===== src/rtl/pcs_tx_sched.sv =====
// Slot scheduler for the PCS transmit path: gearbox pause tracking, alignment-marker
// slot selection (40G) and the ready/scrambler/idle strobes derived from them.
module pcs_tx_sched #(
   parameter int IS_10G    = 0,
   parameter int DATA_W    = 64,
   parameter int HEAD_W    = 2,
   parameter int AM_PERIOD = 16384,
   parameter int SEQ_W     = $clog2(DATA_W/HEAD_W+1),
   parameter int AM_W      = $clog2(AM_PERIOD)
) (
   input  logic             clk,
   input  logic             nreset,
   input  logic             en_i,
   output logic             ready_o,
   output logic             marker_v_o,
   output logic             scram_v_o,
   output logic             gb_pause_o,
   output logic [SEQ_W-1:0] gb_seq_o,
   output logic             idle_force_o,
   output logic [AM_W-1:0]  am_cnt_o
);

   localparam bit              IS10     = (IS_10G != 0);
   localparam logic [SEQ_W-1:0] SEQ_LAST = SEQ_W'(DATA_W/HEAD_W);
   localparam logic [AM_W-1:0]  AM_LAST  = AM_W'(AM_PERIOD-1);

   typedef enum logic {IDLE, RUN} state_t;

   state_t            state;
   logic [SEQ_W-1:0]  gb_seq;
   logic [AM_W-1:0]   am_cnt;

   logic              pause;
   logic              marker;
   logic              running;

   // Outputs decode from registers only, so en_i never reaches an output combinationally.
   assign running      = (state == RUN);
   assign pause        = (gb_seq == SEQ_LAST);
   assign marker       = !IS10 && running && (am_cnt == AM_LAST) && !pause;

   assign gb_pause_o   = pause;
   assign marker_v_o   = marker;
   assign ready_o      = running && !pause && !marker;
   assign scram_v_o    = !pause && !marker;
   assign idle_force_o = !running;
   assign gb_seq_o     = gb_seq;
   assign am_cnt_o     = am_cnt;

   // NOTE: sequential state uses non-blocking assignments so every register samples pre-edge values.
   always_ff @(posedge clk) begin
      if (!nreset) begin
         state  <= IDLE;
         gb_seq <= '0;
         am_cnt <= '0;
      end else begin
         gb_seq <= pause ? '0 : gb_seq + SEQ_W'(1);

         case (state)
            IDLE: begin
               am_cnt <= '0;
               if (en_i) begin
                  state  <= RUN;
                  // Preloading the last count makes the first block slot in RUN a marker.
                  am_cnt <= IS10 ? '0 : AM_LAST;
               end
            end
            RUN: begin
               if (!en_i) begin
                  state  <= IDLE;
                  am_cnt <= '0;
               end else if (!IS10 && !pause) begin
                  am_cnt <= marker ? '0 : am_cnt + AM_W'(1);
               end
            end
            default: begin
               state  <= IDLE;
               am_cnt <= '0;
            end
         endcase
      end
   end

endmodule


===== config.mk =====
export PLATFORM = sky130hd
export DESIGN_NAME = pcs_tx_sched
export DESIGN_NICKNAME = d
export VERILOG_FILES = /design/src/rtl/pcs_tx_sched.sv
export SDC_FILE = /design/constraint.sdc
export NUM_CORES = 1
export LEC_CHECK = 0
export ABC_AREA = 1
export BUFFER_PORTS_ARGS = -buffer_cell sky130_fd_sc_hd__buf_2
export CORE_ASPECT_RATIO = 0.7
export CORE_UTILIZATION = 45
export CTS_CLUSTER_SIZE = 8
export DETAILED_ROUTE_END_ITERATION = 8
export PLACE_DENSITY = 0.78
export SYNTH_ARGS = -nofsm -noshare
export SYNTH_HDL_FRONTEND = slang
export SYNTH_SLANG_ARGS = --single-unit

===== constraint.sdc =====
create_clock -name clk -period 2.8 [get_ports clk]
set_input_delay 0.56 -clock clk [delete_from_list [all_inputs] [get_ports clk]]
set_output_delay 0.56 -clock clk [all_outputs]
set_load 0.02 [all_outputs]

==> metrics.cfg <==
[clock_network]
clock_sinks=21
cts_resized=0
cts-root-buf=clkbuf_8
cts_tree=yes
holdBufCountCts=0
cts_made_buffers=3
cts.clk_slew.worst_paths_ns=0.09
cts_setup_buffers=0
insertion_delay_ns=0.27
h-tree-depth=1
max-clock-path-buffers=2

[placed_design]
numPortBuffers=27
hpwl_um=1970
gp_congestion=0.857
place_ws_ns=0.693
dp.cells=235

[sta]
period_share=0.872
rsz0062_at_grt=no
worst_pin_slew_ns=0.409
hold_ws_ns=0.468
relSlewSlack=0.727
clock_skew_ns=0.00905
report.final.setup_viol=0
period_needed_ns=2.44
fin_ws_ns=0.358
fmax_ghz=0.409
hold_viol=0
tns_ns=0
slew_violations=0

[worst_setup_path]
end_kind=primary output
worst-setup-path-type=flop to primary output
cp-start-kind=flop
required_ns=2.24
cp.arrival_ns=1.88
critPathMaxFanout=5

[routing]
drcViolationCount=0
dr.pass1.iters=4
first_iter_violations=51
ant_nets=0
viasPerCell=4.92
wl_um=2680
wl_per_cell_um=11.2
vias=1177

[yosys]
ys_seq_area_frac=0.349
synth_cell_type_count=29
synth_fp_nets=183
synth_seq_cells=21
synth_area_mm2=0.00120
avgSynthCellArea_um2=6.81
yosysWarnings=0
syn_inst=177

[global_route]
antenna_found_initial=0
overflow=0
grt_pass1_wl_um=4480
grt_max_degree=13
grt_use_total=0.204
grt_pass1_vias=942

[floorplan]
die-area_mm2=0.00289
die_h_um=45.3
core_mm2=0.00250
die_x_um=63.8
start_util=0.483
row_count=15
ios=28

[finish]
fin_cells=239
antenna_cells=0
area_delta_synth_final_pct=17.1
drive_above_1_share=0.215
final_nets=212

[pwr]
vdd_drop_max_uv=316
power_leakage_nw=0.661
cellPowerDensity_mw_per_mm2=460

[outcome]
status=finished, final reports clean

[job]
cap_violations=0

[worst_hold_path]
min_path_type=flop to flop

final cells by class:
cell class	instances	area (µm²)
Clock inverter	1	5.00
Multi-Input combinational cell	130	678
Inverter	23	88.8
Clock buffer	3	41.3
Fill cell	252	1080
Tap cell	34	42.5
Timing Repair Buffer	27	135
Sequential cell	21	420
power breakdown:
group	total (mW)	switching, mW	internal [mW]
combinational	0.103	0.0676	0.0358
sequential	0.338	0.0214	0.316
clock	0.208	0.109	0.0995
total	0.649	0.198	0.452
metal layers:
metal,global-route usage,routed length (µm),part of all wire,vias up
met5,0,0,0,-
met4,0.0409,17,0.0063,0
met3,0.0530,149,0.056,5
met2,0.319,1110,0.41,29
met1,0.285,1410,0.52,508
li1,-,-,-,635
path summary, 6_finish.rpt:
check	start	to	slack, ns	cells past startpoint
max reg2reg	am_cnt_o[0]	am_cnt_o[3]	1.03	10
min reg2reg	gb_seq_o[0]	gb_seq_o[0]	0.47	1
max	am_cnt_o[0]	ready_o	0.36	9
min	gb_seq_o[0]	gb_seq_o[0]	0.47	1
layout by cell type (no fill, tap or decap):
master	netlist	routed
clkbuf_8	0	3
or2_2	2	2
xor2_1	2	2
nand3b_1	2	2
nand4_1	4	4
o21ai_0	10	10
inv_1	21	21
nor2_4	1	1
nand3_1	16	16
o211ai_1	1	1
nand3_2	1	1
clkinv_2	0	1
xnor2_1	1	1
inv_4	1	1
inv_2	1	1
dfxtp_1	21	21
nand2_1	42	42
nor3_1	2	2
a21oi_1	18	18
nand2_2	1	1
nor2_2	3	3
nor2_1	16	16
or2_0	1	1
nand4_4	1	1
ha_1	3	3
nor3b_1	1	1
buf_2	1	27
nor3_4	1	1
a31o_2	1	1
sequential cells by signal, summed over array words and instances, names as in the netlist:
register	cells
gb_seq_o	6
am_cnt_o	14
running	1
worst max-delay path: stages (launching register included):
cell	delay, ns
dfxtp_1	0.39
ha_1	0.23
nand2_1	0.08
nor2_2	0.19
nand2_2	0.13
nor2_1	0.18
nand4_1	0.14
nand2_1	0.09
nor2_1	0.04
buf_2	0.15
per-stage QoR:
stage | area (µm²) | total power [mW] | utilization
final | 1410 | 0.649 | 0.565
after global routing | 1410 | 0.678 | 0.565
after CTS | 1410 | 0.656 | 0.565
after detailed placement | 1370 | 0.448 | 0.547
after global placement | 1370 | 0.447 | 0.547
after floorplan | 1200 | 0.418 | -
synth_stat cells (all sizes together):
master | number | area, µm²
xnor2 | 1 | 8.76
nand3 | 17 | 90.1
nand4 | 5 | 46.3
clkbuf | 1 | 5.00
nor2 | 20 | 90.1
a21oi | 18 | 90.1
inv | 23 | 88.8
nand2 | 43 | 164
nor3 | 3 | 26.3
o211ai | 1 | 7.51
a31o | 1 | 8.76
o21ai | 10 | 50.1
ha | 3 | 37.5
or2 | 3 | 18.8
buf | 2 | 12.5
nor3b | 1 | 7.51
dfxtp | 21 | 420
xor2 | 2 | 17.5
nand3b | 2 | 15.0
cell families (layout without fill, tap and decap cells):
kind of cell    after synthesis  after routing  synth area share
compound gates               30             30             0.130
xor+xnor                      3              3            0.0218
fa+ha+maj                     3              3            0.0312
buf+inv                      26             54            0.0883
flops                        21             21             0.349
simple gates                 94             94             0.380
(Power assumes the default switching activity.)
